==> src/rtl/rx_axis_packetizer_if.sv <==
// AXI-Stream bundle carrying the packetizer output (tvalid/tready/tdata/tlast).
// The master modport is the side that drives data; the slave drives tready.
interface rx_axis_packetizer_if #(
  parameter int DW = 32
);
  logic          tvalid;
  logic          tready;
  logic [DW-1:0] tdata;
  logic          tlast;

  modport master (output tvalid, output tdata, output tlast, input tready);
  modport slave  (input tvalid, input tdata, input tlast, output tready);
endinterface

==> src/rtl/rx_axis_packetizer.sv <==
// rx_axis_packetizer: buffers a valid-only capture word stream in a FIFO and
// emits AXI-Stream packets of pkt_len words, with tlast on the final word.
// Words arriving on a full FIFO are dropped and counted (drop_cnt, overflow).
// Optional macro RX_PKT_TIMEOUT_EN: closes a partial packet after timeout_cyc
// idle cycles; without it timeout_cyc is ignored and no idle counter exists.
module rx_axis_packetizer #(
  parameter int DW    = 32,
  parameter int DEPTH = 16,
  parameter int CW    = 16
) (
  input  logic                 clk,
  input  logic                 rst,
  input  logic                 enable,
  input  logic                 in_valid,
  input  logic [DW-1:0]        in_data,
  input  logic [CW-1:0]        pkt_len,
  input  logic [CW-1:0]        timeout_cyc,
  rx_axis_packetizer_if.master m_axis,
  output logic [31:0]          drop_cnt,
  output logic [31:0]          pkt_cnt,
  output logic                 overflow
);

  localparam int AW = $clog2(DEPTH);

  typedef enum logic [1:0] {
    IDLE = 2'd0,  // hold register empty
    HOLD = 2'd1,  // word held, deciding whether/how to present it
    SEND = 2'd2   // word presented on the stream, waiting for tready
  } state_t;

  state_t state, state_n;

  // ---------------------------------------------------------------- FIFO
  logic [DW-1:0] mem [DEPTH];
  logic [AW:0]   wr_ptr, rd_ptr;
  logic          fifo_empty, fifo_full;
  logic          wr_en, drop, pop;

  assign fifo_empty = (wr_ptr == rd_ptr);
  assign fifo_full  = (wr_ptr[AW] != rd_ptr[AW]) &&
                      (wr_ptr[AW-1:0] == rd_ptr[AW-1:0]);
  // Fullness is taken before any same-cycle pop, so a write on full drops.
  assign wr_en      = enable && in_valid && !fifo_full;
  assign drop       = enable && in_valid && fifo_full;

  // Store incoming words.
  // NOTE: the storage array has no reset; only the pointers define its
  // contents, and leaving it unreset lets it map onto plain RAM.
  always_ff @(posedge clk) begin
    if (wr_en) mem[wr_ptr[AW-1:0]] <= in_data;
  end

  // Advance FIFO pointers; reset empties the FIFO.
  // NOTE: state is always updated with non-blocking assignments so every
  // register samples the pre-edge values regardless of block ordering.
  always_ff @(posedge clk) begin
    if (rst) begin
      wr_ptr <= '0;
      rd_ptr <= '0;
    end else begin
      if (wr_en) wr_ptr <= wr_ptr + 1'b1;
      if (pop)   rd_ptr <= rd_ptr + 1'b1;
    end
  end

  // --------------------------------------------------------- hold stage
  logic [DW-1:0] hold_data;
  logic          tlast_q, tlast_n;
  logic [CW-1:0] idx, idx_n;
  logic [CW-1:0] len_q, len_eff;
  logic          last_word, tmo_hit, load_cfg, pkt_done;

  assign len_eff   = (pkt_len == '0) ? CW'(1) : pkt_len;
  assign last_word = (idx == len_q - CW'(1));
  // Configuration is captured only when the first word of a packet loads.
  assign load_cfg  = pop && (idx_n == '0);
  assign pkt_done  = (state == SEND) && m_axis.tready && tlast_q;

`ifdef RX_PKT_TIMEOUT_EN
  logic [CW-1:0] tmo_q, idle_cnt;

  // Latch the timeout per packet; count empty-FIFO cycles spent in HOLD.
  always_ff @(posedge clk) begin
    if (rst) begin
      tmo_q    <= '0;
      idle_cnt <= '0;
    end else begin
      if (load_cfg) tmo_q <= timeout_cyc;
      // Cleared everywhere outside HOLD, so every entry into HOLD starts at 0.
      if (state != HOLD)   idle_cnt <= '0;
      else if (fifo_empty) idle_cnt <= idle_cnt + CW'(1);
    end
  end

  assign tmo_hit = (tmo_q != '0) &&
                   (({1'b0, idle_cnt} + (CW+1)'(1)) >= {1'b0, tmo_q});
`else
  logic unused_timeout;
  assign unused_timeout = ^timeout_cyc;
  assign tmo_hit        = 1'b0;
`endif

  // Next-state, pop and tlast/index decisions.
  // NOTE: every output of this block gets a default first, so no path can
  // leave a signal unassigned and infer a latch.
  always_comb begin
    state_n = state;
    pop     = 1'b0;
    tlast_n = tlast_q;
    idx_n   = idx;
    case (state)
      IDLE: begin
        if (!fifo_empty) begin
          pop     = 1'b1;
          state_n = HOLD;
        end
      end
      HOLD: begin
        if (last_word) begin
          state_n = SEND;
          tlast_n = 1'b1;
        end else if (!fifo_empty) begin
          state_n = SEND;
          tlast_n = 1'b0;
        end else if (tmo_hit) begin
          state_n = SEND;
          tlast_n = 1'b1;
        end
      end
      SEND: begin
        if (m_axis.tready) begin
          tlast_n = 1'b0;
          idx_n   = tlast_q ? '0 : idx + CW'(1);
          if (!fifo_empty) begin
            pop     = 1'b1;
            state_n = HOLD;
          end else begin
            state_n = IDLE;
          end
        end
      end
      default: state_n = IDLE;
    endcase
  end

  // State register, hold register, word index and packet length.
  always_ff @(posedge clk) begin
    if (rst) begin
      state     <= IDLE;
      hold_data <= '0;
      tlast_q   <= 1'b0;
      idx       <= '0;
      len_q     <= CW'(1);
    end else begin
      state   <= state_n;
      tlast_q <= tlast_n;
      idx     <= idx_n;
      if (pop)      hold_data <= mem[rd_ptr[AW-1:0]];
      if (load_cfg) len_q     <= len_eff;
    end
  end

  // Drop counter (saturating), sticky overflow and packet counter (wrapping).
  always_ff @(posedge clk) begin
    if (rst) begin
      drop_cnt <= '0;
      pkt_cnt  <= '0;
      overflow <= 1'b0;
    end else begin
      if (drop && (drop_cnt != '1)) drop_cnt <= drop_cnt + 32'd1;
      if (drop)                     overflow <= 1'b1;
      if (pkt_done)                 pkt_cnt  <= pkt_cnt + 32'd1;
    end
  end

  assign m_axis.tvalid = (state == SEND);
  assign m_axis.tdata  = hold_data;
  assign m_axis.tlast  = tlast_q;

endmodule
==> src/flat_wrapper.sv <==
// flat-port wrapper written by rule: the top's interface ports become plain ports
module rx_axis_packetizer_flat 
#(
  parameter int DW    = 32,
  parameter int DEPTH = 16,
  parameter int CW    = 16
)
  (clk, rst, enable, in_valid, in_data, pkt_len, timeout_cyc, drop_cnt, pkt_cnt, overflow, m_axis_tvalid, m_axis_tdata, m_axis_tlast, m_axis_tready);
  rx_axis_packetizer_if #(.DW(DW)) m_axis_i ();
  input  logic clk;
  input  logic rst;
  input  logic enable;
  input  logic in_valid;
  input  logic [DW-1:0] in_data;
  input  logic [CW-1:0] pkt_len;
  input  logic [CW-1:0] timeout_cyc;
  output logic [31:0] drop_cnt;
  output logic [31:0] pkt_cnt;
  output logic overflow;
  output wire logic [$bits(m_axis_i.tvalid)-1:0] m_axis_tvalid;
  output wire logic [$bits(m_axis_i.tdata)-1:0] m_axis_tdata;
  output wire logic [$bits(m_axis_i.tlast)-1:0] m_axis_tlast;
  input wire logic [$bits(m_axis_i.tready)-1:0] m_axis_tready;
  assign m_axis_tvalid = m_axis_i.tvalid;
  assign m_axis_tdata = m_axis_i.tdata;
  assign m_axis_tlast = m_axis_i.tlast;
  assign m_axis_i.tready = m_axis_tready;
  rx_axis_packetizer #(.DW(DW), .DEPTH(DEPTH), .CW(CW)) u_core (.clk(clk), .rst(rst), .enable(enable), .in_valid(in_valid), .in_data(in_data), .pkt_len(pkt_len), .timeout_cyc(timeout_cyc), .m_axis(m_axis_i), .drop_cnt(drop_cnt), .pkt_cnt(pkt_cnt), .overflow(overflow));
endmodule
==> config.mk <==
export PLATFORM = sky130hd
export DESIGN_NAME = rx_axis_packetizer_flat
export DESIGN_NICKNAME = d
export VERILOG_FILES = /design/src/rtl/rx_axis_packetizer_if.sv /design/src/rtl/rx_axis_packetizer.sv /design/src/flat_wrapper.sv
export SDC_FILE = /design/constraint.sdc
export NUM_CORES = 1
export LEC_CHECK = 0
export BUFFER_PORTS_ARGS = -buffer_cell sky130_fd_sc_hd__buf_4
export CAP_MARGIN = 25
export CORE_MARGIN = 1.5
export CORE_UTILIZATION = 50
export DETAILED_ROUTE_END_ITERATION = 12
export GPL_TIMING_DRIVEN = 0
export MAX_ROUTING_LAYER = met4
export PLACE_DENSITY = 0.73
export SLEW_MARGIN = 15
export SYNTH_ARGS = -nofsm -noshare
export SYNTH_HDL_FRONTEND = slang
export SYNTH_SLANG_ARGS = --single-unit
==> constraint.sdc <==
create_clock -name clk -period 4.7 [get_ports clk]
set_input_delay 0.705 -clock clk [delete_from_list [all_inputs] [get_ports clk]]
set_output_delay 0.705 -clock clk [all_outputs]
set_load 0.005 [all_outputs]
==> impl_results.md, run 1 <==
- Final hold vios: 0
- Synth async-reset ratio: 0%
- Number of antenna violations at the first check in global routing: 2
- Fin cells: 2,562
- Detailed placer's ending HPWL: 40,670 um
- DRC marker count from the first detailed-route iteration: 1,792
- DRT antenna net count: 0
- Total GRT Usage: 25.17%
- Final wirelength: 64,000 um
- Largest net degree at the start of global routing: 19
- CP peak stage delay: 0.81 ns
- Wl on met1: 24,970 um
- Worst skew pair latency: 0.62 ns
- Max_cap viols: 0
- Layout cells sized above 1: 25.90%
- Worst path required time: 5.01 ns
- Synth area leader: edfxtp_1
- CP Class: reg -> reg
- Root Buffer: clkbuf_16
- Clock buffer depth: 3
- Cts repair resizes: 0
- Netlist cell types: 53
- Mean Syn Cell Area: 16.69 um^2
- GP Congestion: 0.8379
- Register area share after synthesis: 70.15%
- Post-synth EDFFs: 512
- Worst Path Buf+Inv: 2
- # IOs: 168
- Post-CTS Hold Buffers: 0
- CTS tree: yes
- Cell Chain, Critical Path: clkbuf_1, xor2_1, nor4_1, a21oi_1, nand2_1, nor2_4, buf_12
- Crit path from: u_core.rd_ptr[2]$_SDFFE_PP0P_
- Final min period: 3.813 ns
- Routed length on met3: 5568 um
- Unrepaired setup endpoints after global routing: no
- Initial Utilization: 50.62%
- Post-synth top area share: 59.21%
- Number of global-route vias before repair: 15,250
- CP arrival: 4.12 ns
- F_max: 262.3 MHz
- Vias/cell: 5.937
- DRC viols: 0
- Cts bufs inserted: 68
- Status: complete, no violations
- HP Start: pkt_len[9]
- Core Area: 51,300 um^2
- Mapped Cells: 1,556
- Top cells by area, synth: edfxtp_1, mux4_2, dfxtp_1, nor2_1, xor2_1
- Tot Pwr: 14.58 mW
- Yosys reg bits: 654
- Final #Nets: 1,907
- Final slew viol count: 0
- Max Used Layer: met4
- CTS Sinks: 654
- Synth Cell Area: 25,970 um^2
- Area added between synthesis and finish: 19.29%
- Worst setup EP type: flop
- CTS clk-pin slew, worst paths: 0.06 ns
- Synthesis Warnings: 0
- Slowest CP cell: nor2_4
- Post-CTS Setup Bufs: 0
- Filler cell count: 3,722
- Wire per inst: 24.98 um
- Die Y-Extent: 230.9 um
- Largest delay share family, worst path: simple AND/OR/NAND/NOR gates
- Final period util: 81.12%
- Final setup violation count: 0
- Die W: 230.9 um
- H-tree depth: 3
- Hold WC Path Type: in -> reg
- Die area: 53,310 um^2
- GRT Residual Overflow: 0
- Drt first pass iters: 5
- Worst Setup Start Kind: flop
- Worst R2R Start: u_core.rd_ptr[2]$_SDFFE_PP0P_
- Slew of the pin with the lowest slew margin: 1.045 ns
- Buffers on Ports: 150
- Slew headroom: 30.31%
- Maximum vdd drop: 378.6 uV
- Clock Skew: 0.02856 ns
- PwrDens: 470.6 nW/um^2
- Wire length on met2: 31,740 um
- Via count: 15,210
- Crit-path max FO: 18
- Min Hold Slack: 0.3573 ns
- Row Count: 83
- Syn Nets: 1,639
- Total placed cells including tap cells: 2,427
- Ys flop type: edfxtp_1
- First-pass GRT wire length: 95,430 um
- P_leak: 10.12 nW
## state kept, by name (all words and copies together), names as in the netlist
| name | flops |
|---|---|
| u_core.m_axis.tlast | 1 |
| u_core.pkt_cnt | 32 |
| u_core.overflow | 1 |
| u_core.wr_ptr | 5 |
| u_core.idx | 16 |
| u_core.rd_ptr | 5 |
| u_core.m_axis.tdata | 32 |
| u_core.drop_cnt | 32 |
| u_core.len_q | 16 |
| u_core.mem | 512 |
| u_core.state | 2 |
## placed cells by master, fill, tap and decap left out, types with 7 or more instances in the layout
cell,instances
nor4_1,11
xnor2_1,41
and3_1,17
edfxtp_1,512
nor2_4,12
nand4_1,25
dfxtp_1,142
buf_16,9
nor3_1,20
nor2_1,114
mux4_2,160
buf_6,22
nand2_1,120
ha_1,14
clkbuf_16,70
clkinv_1,14
clkinv_2,8
inv_1,16
buf_1,18
o21ai_0,26
or3_1,21
a21oi_1,65
clkbuf_1,72
mux2i_1,20
xor2_1,52
clkbuf_8,7
nand3_1,27
buf_4,160
## metrics by stage
step	cell area [um^2]	setup TNS, ns	worst slack (ns)	utilization [%]
after floorplan	25970	0	0.4610	-
final	30980	0	0.8872	60.38
after CTS	30890	0	0.8181	60.20
after global routing	30980	0	0.6314	60.38
after global placement	27950	-663.23	-2.861	54.47
after detailed placement	28700	0	0.8725	55.94
## metal layers
layer	vias up	GRT usage, %
met5	-	-
met4	0	7.966
met3	124	5.595
met2	704	40.19
met1	7795	32.29
li1	6587	-
## cell families (layout without fill, tap and decap cells)
group / Yosys count / after routing / synth area share [%]
xor+xnor: 93 / 93 / 3.137
mux: 182 / 182 / 14.73
buf+inv: 94 / 418 / 1.441
compound gates: 111 / 111 / 2.380
flops: 654 / 654 / 70.15
fa+ha+maj: 14 / 14 / 0.6745
simple gates: 408 / 408 / 7.483
other cells: 0 / 2 / 0
## power by group
group / switching, mW / internal [mW] / total [mW]
combinational: 1.49 / 1.28 / 2.77
sequential: 0.150 / 6.42 / 6.57
clock: 2.25 / 2.99 / 5.24
## area by class of cell
cell class | instances | area (um^2) | share of cell area (%)
antenna | 2 | 5.005 | 0.01616
multi-input combinational | 808 | 7487 | 24.17
clock buffer | 95 | 1916 | 6.184
inverter | 16 | 60.06 | 0.1939
buffer | 78 | 314.1 | 1.014
timing repair buffer | 198 | 1853 | 5.982
sequential | 654 | 18220 | 58.81
clock inverter | 31 | 274.0 | 0.8846
tap | 680 | 850.8 | 2.747
## path summary, 6_finish.rpt
path,endpoint,slack (ns),cells past startpoint
worst max-delay path,u_core.mem[15][30]$_DFFE_PP_,0.89,7
worst min-delay path,u_core.len_q[9]$_SDFFE_PP0P_,0.36,3
worst max register to register,u_core.mem[15][30]$_DFFE_PP_,0.89,7
worst min register to register,u_core.m_axis.tdata[15]$_SDFFE_PP0P_,0.45,2
## tightest hold or removal path, stage by stage
cell,delay (ns)
buf_4,0.08
mux2i_1,0.06
nor2_1,0.07
## cells in the mapped netlist (all sizes together), types with 23 or more instances
library cell and count:
xor2 52, clkbuf 55, edfxtp 512, nor3 24
nand4 25, dfxtp 142, a21oi 65, o21ai 27
mux4 160, nand3 27, buf 23, xnor2 41
nand2 120, nor2 126
Power figures use the tool's default switching activity.
==> run 2, diff against run 1 <==
Settings changed: PLACE_DENSITY 0.73 to 0.75.
Clock period 4.7 ns to 3.1 ns, I/O delays scaled along.
==> run 2 against run 1 <==
Worst setup slack got worse by 0.79 ns. Core utilization increased by 0.71 points. Combinational power increased by 55%. Sequential cell count is the same. Clock power rose by 57%. Critical path type unchanged.
==> impl_results.md, run 2 (synthesis gave the netlist of run 1 again) <==
- Die area: 53,310 um^2 (unchanged)
- Hold depth: 3 (unchanged)
- Most frequent cells in the layout: edfxtp_1, buf_4, mux4_2
- Commonest non-fill, non-tap cell in the layout: edfxtp_1
- DRC marker count from the first detailed-route iteration: 1,678 (-6.4%)
- Initial Utilization: 50.62% (unchanged)
- Max_cap viols: 0 (unchanged)
- Maximum vdd drop: 623.0 uV (+65%)
- Clock buffer depth: 3 (unchanged)
- Final wirelength: 64,700 um (+1.1%)
- Filler cell count: 3,561 (-4.3%)
- Largest net degree at the start of global routing: 19 (unchanged)
- Via count: 15,400 (+1.3%)
- Area added between synthesis and finish: 20.69%
- Die W: 230.9 um (unchanged)
- Die Y-Extent: 230.9 um (unchanged)
- Worst path required time: 3.56 ns (-1.45 ns)
- Number of antenna violations at the first check in global routing: 1 (-1)
- Detailed placer's ending HPWL: 39,550 um (-2.8%)
- Reg2reg path depth: 7 (unchanged)
- Core Area: 51,300 um^2 (unchanged)
- Root Buffer: clkbuf_16
- Comb pwr share: 19.1% (about the same)
- Drt first pass iters: 5 (unchanged)
- Layout cells sized above 1: 29.28% (+3.4 points)
- Slew headroom: 38.92% (+8.6 points)
- Worst setup EP type: flop
- Final #Nets: 1,912 (+0.26%)
- CTS tree: yes
- Number of global-route vias before repair: 15,660 (+2.7%)
- CP Class: reg -> reg
- Buffers on Ports: 150 (unchanged)
- Worst Setup Start Kind: flop
- F_max: 332.7 MHz (+27%)
- Clock network power share: 36.5% (+0.6 points)
- GP Congestion: 0.8610 (+2.8%)
- Design internal power: 16.52 mW (+54%)
- NetSw: 5.974 mW (+54%)
- Total GRT Usage: 25.46% (+0.28 points)
- DRC viols: 0 (unchanged)
- CTS Sinks: 654 (unchanged)
- Largest register FFs: 512 (unchanged)
- DRT antenna net count: 0 (unchanged)
- Unrepaired setup endpoints after global routing: yes
- Final slew viol count: 0 (unchanged)
- Fin cells: 2,563 (+0.039%)
- Slew of the pin with the lowest slew margin: 0.9162 ns (-0.1292 ns)
- First-pass GRT wire length: 96,660 um (+1.3%)
- Crit-path max FO: 10 (-8)
- P_leak: 10.31 nW (+1.9%)
- Hold WC Path Type: in -> reg
- # IOs: 168 (unchanged)
- Tot Pwr: 22.50 mW (+54%)
- CTS clk-pin slew, worst paths: 0.06 ns (about the same)
- Fin Setup TNS: 0 ns (unchanged)
- Worst skew pair latency: 0.61 ns (about the same)
- GRT Residual Overflow: 0 (unchanged)
- Cts bufs inserted: 68 (unchanged)
- Row Count: 83 (unchanged)
- Seq pwr share: 44.4% (-0.7 points)
- Clock Skew: 0.03389 ns (+0.005327 ns)
- CP arrival: 3.46 ns (-0.66 ns)
- Final hold vios: 0 (unchanged)
- PwrDens: 717.8 nW/um^2 (+53%)
- Final period util: 96.95% (+16 points)
- Wire per inst: 25.24 um (+1.1%)
- Final setup violation count: 0 (unchanged)
- Total placed cells including tap cells: 2,415 (-0.49%)
- Sw frac: 26.55% (-0.076 points)
- Final min period: 3.005 ns (-0.8074 ns)
- Status: complete, no violations
- Vias/cell: 6.009 (+1.2%)
- H-tree depth: 3 (unchanged)
## run 2: layout make-up
class | instances | area [um^2] | share of cell area (%)
multi-input combinational | 808 | 7586 | 24.20
antenna | 1 | 2.502 | 0.007984
sequential | 654 | 18220 | 58.14
timing repair buffer | 208 | 2009 | 6.411
clock buffer | 96 | 1939 | 6.188
clock inverter | 27 | 324.1 | 1.034
tap | 680 | 850.8 | 2.715
buffer | 73 | 347.8 | 1.110
inverter | 16 | 60.06 | 0.1916
## run 2: worst paths after layout
check | slack, ns | to | startpoint
max | 0.09 | u_core.m_axis.tdata[13]$_SDFFE_PP0P_ | u_core.rd_ptr[0]$_SDFFE_PP0P_
max reg2reg | 0.09 | u_core.m_axis.tdata[13]$_SDFFE_PP0P_ | u_core.rd_ptr[0]$_SDFFE_PP0P_
min | 0.10 | u_core.len_q[10]$_SDFFE_PP0P_ | pkt_len[10]
min reg2reg | 0.46 | u_core.m_axis.tdata[20]$_SDFFE_PP0P_ | u_core.m_axis.tdata[20]$_SDFFE_PP0P_
## run 2: worst max-delay path, cell delays in order (launching register included)
cell and delay [ns]:
dfxtp_1 0.35, clkbuf_1 0.34, clkbuf_2 0.33, clkbuf_2 0.45, mux4_2 0.61, mux4_2 0.54
nand2_1 0.15, a21oi_1 0.08
## run 2: power groups by stage
stage,Sequential [mW],Combinational [mW],Clock (mW)
after floorplan,10.1,2.63,0
after global placement,10.2,3.88,0
after detailed placement,10.2,4.04,0
after CTS,9.99,4.16,8.31
after global routing,10.0,4.59,8.66
final,9.99,4.29,8.21
## run 2: metal layers
layer / GRT usage, % / routed length [um]
met1: 31.08 / 24110
met2: 41.40 / 32450
met3: 5.608 / 5580
met4: 10.23 / 2560
met5: - / 0
## run 2: timing repair
item                                    in CTS  in global routing
pin swaps                                   13                  3
endpoints found under the setup margin     589                 55
hold buffers                                 0                  0
setup buffers                               21                  6
gates resized for setup                     48                 23
## run 2: through the flow
stage	util (%)	setup WS, ns	cell area (um^2)	hold WS [ns]
after floorplan	-	-0.3041	26000	0.4527
after global placement	54.53	-2.520	27980	0.4463
after detailed placement	55.84	-0.6483	28650	0.4497
after CTS	60.84	0.01968	31210	0.08023
after global routing	61.09	-0.05858	31340	0.09721
final	61.09	0.09459	31340	0.1009
